[src/rtl/multicycle_control_pkg.sv]
// multicycle_control_pkg: shared encodings for the multicycle controller.
// UPPER_IMM_EN adds LUI/AUIPC to the legal opcode set.
package multicycle_control_pkg;

    localparam logic [2:0] S_FETCH  = 3'd0;
    localparam logic [2:0] S_DECODE = 3'd1;
    localparam logic [2:0] S_EXEC   = 3'd2;
    localparam logic [2:0] S_MEM    = 3'd3;
    localparam logic [2:0] S_WB     = 3'd4;
    localparam logic [2:0] S_TRAP   = 3'd5;

    localparam logic [6:0] OP_R      = 7'b0110011;
    localparam logic [6:0] OP_I      = 7'b0010011;
    localparam logic [6:0] OP_LOAD   = 7'b0000011;
    localparam logic [6:0] OP_STORE  = 7'b0100011;
    localparam logic [6:0] OP_BRANCH = 7'b1100011;
    localparam logic [6:0] OP_JAL    = 7'b1101111;
    localparam logic [6:0] OP_JALR   = 7'b1100111;
    localparam logic [6:0] OP_LUI    = 7'b0110111;
    localparam logic [6:0] OP_AUIPC  = 7'b0010111;

    localparam int WAIT_W = 8;

    typedef enum logic [1:0] {ALU_ADD, ALU_BR, ALU_R, ALU_I} alu_op_e;
    typedef enum logic [1:0] {PC_ALU, PC_ALUOUT} pc_src_e;
    typedef enum logic [1:0] {A_PC, A_RS1, A_ZERO} src_a_e;
    typedef enum logic [1:0] {B_RS2, B_FOUR, B_IMM} src_b_e;
    typedef enum logic [1:0] {M2R_ALUOUT, M2R_MDR, M2R_PC} m2r_e;

    typedef struct packed {
        logic    mem_read;
        logic    mem_write;
        logic    i_or_d;
        logic    ir_write;
        logic    pc_write;
        logic    pc_write_cond;
        pc_src_e pc_source;
        src_a_e  alu_src_a;
        src_b_e  alu_src_b;
        alu_op_e alu_op;
        m2r_e    mem_to_reg;
        logic    reg_write;
    } ctrl_t;

    function automatic logic is_legal(input logic [6:0] op);
        logic base;
        base = op inside {OP_R, OP_I, OP_LOAD, OP_STORE, OP_BRANCH, OP_JAL, OP_JALR};
`ifdef UPPER_IMM_EN
        return base || (op inside {OP_LUI, OP_AUIPC});
`else
        return base;
`endif
    endfunction

endpackage

[src/rtl/multicycle_control_mem_wait_timer.sv]
// mem_wait_timer: counts wait cycles of one memory access and flags the timeout.
module mem_wait_timer
    import multicycle_control_pkg::*;
#(
    parameter int MEM_TIMEOUT = 16
) (
    input  logic clk,
    input  logic reset,
    input  logic clear,
    input  logic active,
    input  logic mem_ready,
    output logic timeout
);

    logic [WAIT_W-1:0] cnt;
    logic              at_limit;

    assign at_limit = cnt == WAIT_W'(MEM_TIMEOUT);
    // a ready access at the limit still completes; only a further stall traps
    assign timeout  = active && !mem_ready && at_limit;

    always_ff @(posedge clk) begin
        if (reset || clear)
            cnt <= '0;
        else if (active && !mem_ready && !at_limit)
            cnt <= cnt + WAIT_W'(1);
    end

endmodule

[src/rtl/multicycle_control.sv]
// multicycle_control: FSM controller for a multicycle RV32 datapath with traps and retire count.
// UPPER_IMM_EN makes LUI/AUIPC legal; otherwise they trap as illegal.
module multicycle_control
    import multicycle_control_pkg::*;
#(
    parameter int ALU_OP_W    = 2,
    parameter int MEM_TIMEOUT = 16,
    parameter int CNT_W       = 32
) (
    input  logic                clk,
    input  logic                reset,
    input  logic [6:0]          opcode,
    input  logic                mem_ready,
    output logic                mem_read,
    output logic                mem_write,
    output logic                i_or_d,
    output logic                ir_write,
    output logic                pc_write,
    output logic                pc_write_cond,
    output logic [1:0]          pc_source,
    output logic [1:0]          alu_src_a,
    output logic [1:0]          alu_src_b,
    output logic [ALU_OP_W-1:0] alu_op,
    output logic [1:0]          mem_to_reg,
    output logic                reg_write,
    output logic [2:0]          state,
    output logic                illegal,
    output logic                bus_error,
    output logic [CNT_W-1:0]    retired
);

    ctrl_t      c;
    logic [2:0] next;
    logic       retire, set_illegal, set_bus_error;
    logic       timeout, is_load, timer_clear, timer_active;

    assign is_load      = opcode == OP_LOAD;
    assign timer_active = state == S_FETCH || state == S_MEM;
    assign timer_clear  = next != state && (next == S_FETCH || next == S_MEM);

    mem_wait_timer #(.MEM_TIMEOUT(MEM_TIMEOUT)) u_timer (
        .clk      (clk),
        .reset    (reset),
        .clear    (timer_clear),
        .active   (timer_active),
        .mem_ready(mem_ready),
        .timeout  (timeout)
    );

    always_comb begin
        c             = '0;
        next          = state;
        retire        = 1'b0;
        set_illegal   = 1'b0;
        set_bus_error = 1'b0;
        case (state)
            S_FETCH: begin
                c.mem_read  = 1'b1;
                c.alu_src_b = B_FOUR;
                if (mem_ready) begin
                    c.ir_write = 1'b1;
                    c.pc_write = 1'b1;
                    next       = S_DECODE;
                end else if (timeout) begin
                    next          = S_TRAP;
                    set_bus_error = 1'b1;
                end
            end
            S_DECODE: begin
                c.alu_src_b = B_IMM;
                next        = is_legal(opcode) ? S_EXEC : S_TRAP;
                set_illegal = !is_legal(opcode);
            end
            S_EXEC: begin
                case (opcode)
                    OP_R: begin
                        c.alu_src_a = A_RS1;
                        c.alu_op    = ALU_R;
                        next        = S_WB;
                    end
                    OP_I: begin
                        c.alu_src_a = A_RS1;
                        c.alu_src_b = B_IMM;
                        c.alu_op    = ALU_I;
                        next        = S_WB;
                    end
                    OP_LOAD, OP_STORE: begin
                        c.alu_src_a = A_RS1;
                        c.alu_src_b = B_IMM;
                        next        = S_MEM;
                    end
                    OP_BRANCH: begin
                        c.alu_src_a     = A_RS1;
                        c.alu_op        = ALU_BR;
                        c.pc_write_cond = 1'b1;
                        c.pc_source     = PC_ALUOUT;
                        next            = S_FETCH;
                        retire          = 1'b1;
                    end
                    OP_JAL: begin
                        c.reg_write  = 1'b1;
                        c.mem_to_reg = M2R_PC;
                        c.pc_write   = 1'b1;
                        c.pc_source  = PC_ALUOUT;
                        next         = S_FETCH;
                        retire       = 1'b1;
                    end
                    OP_JALR: begin
                        c.reg_write  = 1'b1;
                        c.mem_to_reg = M2R_PC;
                        c.pc_write   = 1'b1;
                        c.alu_src_a  = A_RS1;
                        c.alu_src_b  = B_IMM;
                        next         = S_FETCH;
                        retire       = 1'b1;
                    end
`ifdef UPPER_IMM_EN
                    OP_LUI: begin
                        c.alu_src_a = A_ZERO;
                        c.alu_src_b = B_IMM;
                        next        = S_WB;
                    end
                    OP_AUIPC: begin
                        c.alu_src_b = B_IMM;
                        next        = S_WB;
                    end
`endif
                    default: begin
                        // opcode changed under us after decode: treat as illegal
                        next        = S_TRAP;
                        set_illegal = 1'b1;
                    end
                endcase
            end
            S_MEM: begin
                c.i_or_d    = 1'b1;
                c.mem_read  = is_load;
                c.mem_write = !is_load;
                if (mem_ready) begin
                    next   = is_load ? S_WB : S_FETCH;
                    retire = !is_load;
                end else if (timeout) begin
                    next          = S_TRAP;
                    set_bus_error = 1'b1;
                end
            end
            S_WB: begin
                c.reg_write  = 1'b1;
                c.mem_to_reg = is_load ? M2R_MDR : M2R_ALUOUT;
                next         = S_FETCH;
                retire       = 1'b1;
            end
            default: next = S_TRAP;
        endcase
    end

    always_ff @(posedge clk) begin
        if (reset) begin
            state     <= S_FETCH;
            illegal   <= 1'b0;
            bus_error <= 1'b0;
            retired   <= '0;
        end else begin
            state     <= next;
            illegal   <= illegal | set_illegal;
            bus_error <= bus_error | set_bus_error;
            retired   <= retired + CNT_W'(retire);
        end
    end

    assign mem_read      = c.mem_read;
    assign mem_write     = c.mem_write;
    assign i_or_d        = c.i_or_d;
    assign ir_write      = c.ir_write;
    assign pc_write      = c.pc_write;
    assign pc_write_cond = c.pc_write_cond;
    assign pc_source     = c.pc_source;
    assign alu_src_a     = c.alu_src_a;
    assign alu_src_b     = c.alu_src_b;
    assign alu_op        = ALU_OP_W'(c.alu_op);
    assign mem_to_reg    = c.mem_to_reg;
    assign reg_write     = c.reg_write;

endmodule

[config.mk]
export PLATFORM = sky130hd
export DESIGN_NAME = multicycle_control
export DESIGN_NICKNAME = d
export VERILOG_FILES = /design/src/rtl/multicycle_control_pkg.sv /design/src/rtl/multicycle_control_mem_wait_timer.sv /design/src/rtl/multicycle_control.sv
export SDC_FILE = /design/constraint.sdc
export NUM_CORES = 1
export LEC_CHECK = 0
export BUFFER_PORTS_ARGS = -buffer_cell sky130_fd_sc_hd__clkbuf_2
export CAP_MARGIN = 20
export CORE_ASPECT_RATIO = 1.5
export CORE_MARGIN = 3
export CORE_UTILIZATION = 53
export DETAILED_ROUTE_END_ITERATION = 10
export GPL_TIMING_DRIVEN = 0
export PLACE_DENSITY_LB_ADDON = 0.12
export SLEW_MARGIN = 20
export SYNTH_ARGS = -nofsm -noshare
export SYNTH_HDL_FRONTEND = slang
export SYNTH_SLANG_ARGS = --single-unit
[constraint.sdc]
create_clock -name clk -period 3.4 [get_ports clk]
set_input_delay 0 -clock clk [delete_from_list [all_inputs] [get_ports clk]]
set_output_delay 0 -clock clk [all_outputs]
set_load 0.03 [all_outputs]
=== After elaboration in Yosys (flattened, before gate mapping) ===
Index checks and enable logic that the tools add are counted.

* Bitwise logic cells: 2
* Mux-type cells: 32
* Equality and inequality tests: 14
* Reductions and logical operators: 23
* Add/subtract/negate cells: 2

{| class="wikitable"
|+ Operator list
! kind !! number
|-
| $add A32 B1 Y32 || 1
|-
| $eq A7 B7 Y1 const B || 3
|-
| $mux W3 || 6
|-
| $pmux W3 S5 || 1
|-
| $eq A7 B6 Y1 const B || 2
|-
| $mux W1 || 12
|-
| $pmux W2 S3 || 2
|-
| $reduce_or A2 Y1 || 5
|-
| $eq A3 B2 Y1 const B || 3
|-
| $pmux W3 S3 || 1
|-
| $add A8 B1 Y8 const B || 1
|-
| $eq A8 B5 Y1 const B || 1
|-
| $mux W2 || 4
|-
| $eq A7 B2 Y1 const B || 1
|-
| $eq A7 B5 Y1 const B || 1
|-
| $reduce_bool A7 Y1 || 1
|-
| $reduce_or A7 Y1 || 1
|-
| $logic_not A3 Y1 || 2
|-
| $pmux W1 S2 || 3
|-
| $pmux W3 S2 || 1
|-
| $reduce_or A6 Y1 || 1
|-
| $mux W5 || 1
|-
| $logic_and A1 B1 Y1 || 4
|-
| $logic_not A1 Y1 || 4
|-
| other kinds (8) || 11
|}

* Bits in registers: 45
* Output and inout bits: 54

=== Longest topological paths before layout ===
* Depth after elaboration: 11
* Gate-level depth with buffers: 13

=== By module ===
A second synthesis with hierarchy kept.

* Cell total of the unflattened synthesis: 309
* Area, all modules: 2398.6 µm²

{| class="wikitable"
|+ By module, submodules not included
! module !! times used !! area an instance (µm²) !! sequential area each (µm²) !! cells each
|-
| multicycle_control || 1 || 1960.6 || 740.7 || 257
|-
| mem_wait_timer || 1 || 437.9 || 160.2 || 52
|}

=== Worst setup path before layout ===
OpenSTA, ideal clock, no wires.

* Path type: register to register
* From: reg state[1]
* To: reg retired[28]
* Slack: -0.167 ns
* Period minus slack after synthesis: 3.567 ns
* Cell stages (with the launch flop): 12
* Required time: 3.277 ns
* Arrival time: 3.444 ns
* Cell sequence: dfxtp_1 buf_2 inv_1 or4_1 a21oi_1 a211o_1 ha_1 ha_1 nand4_1 nor4b_4 nand3_1 mux2_1

* Word-level cells in the longest chain between the ends: 3
* Elaborated cells between the ends (all ways): 5

{| class="wikitable"
|+ RTL lines
! element !! line !! RTL
|-
| from (decl) || multicycle_control.sv:26 || <nowiki>output logic [2:0] state,</nowiki>
|-
| from (signal assigned) || multicycle_control.sv:164 || <nowiki>state <= next;</nowiki>
|-
| $eq A3 B3 Y1 / $eq A3 B2 Y1 (equally long branches) || multicycle_control.sv:56 || <nowiki>case (state)</nowiki>
|-
| $pmux W1 S3 * || multicycle_control.sv:56 ||
|-
| $add A32 B1 Y32 * || multicycle_control.sv:167 || <nowiki>retired <= retired + CNT_W'(retire);</nowiki>
|-
| to (signal assigned) || multicycle_control.sv:167 ||
|-
| to (decl) || multicycle_control.sv:29 || <nowiki>output logic [CNT_W-1:0] retired</nowiki>
|}

Every way passes the cells marked *; elsewhere a longest branch is shown, timed or not.
A chain may end at the register's enable or synchronous reset.

=== Final worst setup path ===
Ends and elaborated chain as after synthesis.

==> run_results.csv <==
group,metric,value,unit
die,die_h,90.7,microns
final_layout,register_area,901,sq um
power_and_ir_drop,sw_frac_of_total,28.7,%
run,maxCapViolations,0,
sta,max_slew_margin,55.8,%
final_layout,syn2layout_area_growth,21.1,%
global_route,grt_pass1_vias,2316,
sta,hold_viol,0,
synthesis,mappedNetlistArea,2530,sq um
clock_tree,clkLatencyLatePin,300,ps
final_layout,mostFrequentLayoutCells,"clkbuf_2, dfxtp_1, nor2_1",
global_route,grt_pass1_wl,10300,microns
critical_path,crit_path_end_kind,"flip-flop",
sta,skew,5.65,ps
synthesis,ys_types,56,
critical_path,r2r_cells,11,
critical_path,r2r_end,"retired[28]",
critical_path,cp_data_required_time,3580,ps
synthesis,ys.flop_type,"dfxtp_1",
synthesis,synth-edff-count,0,
critical_path,worstSetupStartpointType,"flip-flop",
clock_tree,cts_tree,"done",
drt,drt_wl_total,5940,microns
synthesis,ys_warn_count,0,
power_and_ir_drop,leakagePower,1.27,nW
power_and_ir_drop,internal_power,0.000853,W
drt,wl_per_cell,13.9,microns
sta,finalCritPeriodShare,93.1,%
clock_tree,cts_buffers,5,
clock_tree,htreeDepth,2,
global_route,overflow,0,
placement,dpl.hpwl,4460,microns
power_and_ir_drop,power_frac_seq,45.7,%
critical_path,r2r_slack,230,ps
power_and_ir_drop,combPwrFrac,19.4,%
drt,ant_nets,0,
power_and_ir_drop,ir_drop,0.284,mV
clock_tree,cts_root_buf,"clkbuf_8",
global_route,grt_max_degree,14,
final_layout,fin_nets,376,
global_route,grt_antenna_before_repair,0,
power_and_ir_drop,p_sw,0.000344,W
placement,dpl_cell_area,2920,sq um
final_layout,stdcell_area,3070,sq um
drt,route.vias.total,2363,
die,rows,30,
critical_path,critPathLaunch,"state[1]",
power_and_ir_drop,power_density,390,nW/um^2
die,die_x,62.4,microns
drt,drc,0,
sta,finalSetupViolCount,0,
critical_path,critical_path_class,"reg2reg",
final_layout,multi_input_area,1530,sq um
drt,vias_per_cell,5.53,
clock_tree,cts.sinks,45,
critical_path,crit_fanout,9,
synthesis,synth-seq-cells,45,
final_layout,diodes,0,
drt,first_pass_iters,4,
final_layout,drive_above_1_share,26.7,%
sta,period_needed,3170,ps
clock_tree,cts_buffer_depth,2,
hold_path,whs_path_depth,3,
critical_path,reg2reg_from,"state[1]",
hold_path,hp-start,"reset",
clock_tree,clkSlewWorstSetupHoldPaths,80,ps
die,start_util,55.3,%
sta,fmax,316,MHz
global_route,grt_use_total,21.8,%
sta,final.setup.tns,0,ps
final_layout,nFillCells,428,
synthesis,syn-instance-count,292,
status,status,"finished clean",
final_layout,mostFrequentLayoutCell,"clkbuf_2",
synthesis,synth.avg_cell_area,8.67,sq um
placement,port-buffer-count,60,
power_and_ir_drop,clkPwrFrac,34.9,%
critical_path,arrival,3350,ps
sta,slew_viol_final,0,
die,ios,64,
placement,gp_congestion,0.921,
hold_path,hold_end,"retired[28]",
die,coreArea,4580,sq um
sta,rsz0062_at_grt,"no",
drt,drt_iter0_drc,146,
die,die_area,5660,sq um
synthesis,async_flop_share,0,%
final_layout,post-route-util,67.0,%
sta,worst_pin_slew,657,ps
hold_path,min_path_type,"in2reg",
synthesis,ys_seq_area_share,35.6,%
-- logic make-up (layout without fill, tap and decap cells) --
logic type                 after synthesis  after routing  share of synthesized area (%)
AOI/OAI and AO/OA                       41             41                           12.8
xor gates and xnor gates                34             34                           12.1
adders and majority gates                4              4                           1.98
buffers and inverters                   26             96                           4.69
DFF                                     45             45                           35.6
muxes                                    3              3                           1.28
other                                    1              2                          0.148
and+or+nand+nor                        138            138                           31.5
-- worst max-delay path by stage --
| stage | endpoint | slack [ps] |
|---|---|---|
| 2_1_floorplan | retired[28] | 30 |
| 3_3_place_gp | retired[24] | 200 |
| 3_5_place_dp | retired[20] | 130 |
| 4_1_cts | retired[20] | 110 |
| 5_1_grt | retired[28] | 40 |
| 6_report | retired[28] | 230 |
-- registers in the layout, summed over array words and instances (netlist names) --
name	cells
u_timer.cnt	8
bus_error	1
state	3
illegal	1
retired	32
-- area by class of cell --
class	instances	share of cell area, %
Multi-Input combinational cell	222	50.0
Sequential cell	45	29.4
Timing Repair Buffer	62	10.3
Clock buffer	7	2.81
Buffer	16	2.77
Tap cell	64	2.61
Inverter	10	1.22
Clock inverter	1	0.979
-- repair_timing --
action                                  4_1_cts  5_1_grt
endpoints found under the setup margin        0       13
setup buffers                                 0        2
hold buffers                                  0        0
resized for setup                             0        5
-- through the flow --
step	hold WS [ps]	total power, W	worst slack (ps)	cells
finish	60.8	0.00120	235	427
CTS	56.1	0.00120	112	425
global placement	351	0.000786	197	417
floorplan	147	0.000727	25.8	293
global route	63.1	0.00125	37.1	427
detailed placement	360	0.000789	126	417
-- synth_stat cells, types with 2 or more instances --
library cell   n  area, sq um
o21ai_0        9         45.0
ha_1           4         50.1
and4_1         4         35.0
nand2_1       18         67.6
buf_4          2         15.0
nor4_1         4         25.0
or3_1          5         31.3
clkbuf_1       8         30.0
nor2_1        35          131
xnor2_1       13          114
nor2b_1        9         56.3
nand4_1       13         81.3
buf_2          5         25.0
nor3_1        11         55.1
and2_1         3         18.8
inv_1         10         37.5
or4_1          2         15.0
or2_2          3         18.8
and3_1         4         25.0
a21oi_1        9         45.0
nand3_1       13         65.1
or2_1          2         12.5
mux2_1         2         22.5
xor2_1        20          175
dfxtp_1       45          901
a211oi_1       9         67.6
-- metal layers --
layer	global-route usage, %	vias to the layer above	share of wire [%]
met2	38.6	78	53
met4	9.94	0	2.1
met5	0	-	0
met1	24.6	1103	40
met3	4.73	12	5.3
li1	-	1170	-
-- critical path, cell delays in order (launching register included) --
cell and delay, ps:
dfxtp_1 340, clkbuf_4 210, inv_1 140, or4_1 560, a21oi_2 190, a211o_1 120
ha_1 170, ha_1 240, nand4_1 250, nor4b_4 400, nand3_1 130, mux2_1 310
-- power by group through the flow --
stage                     registers [W]  logic, W  clock network (W)
after floorplan                0.000573  0.000155                  0
after global placement         0.000558  0.000227                  0
after detailed placement       0.000559  0.000230                  0
after CTS                      0.000547  0.000231           0.000426
after global routing           0.000549  0.000254           0.000444
final                          0.000547  0.000232           0.000418
(Power assumes the default switching activity.)
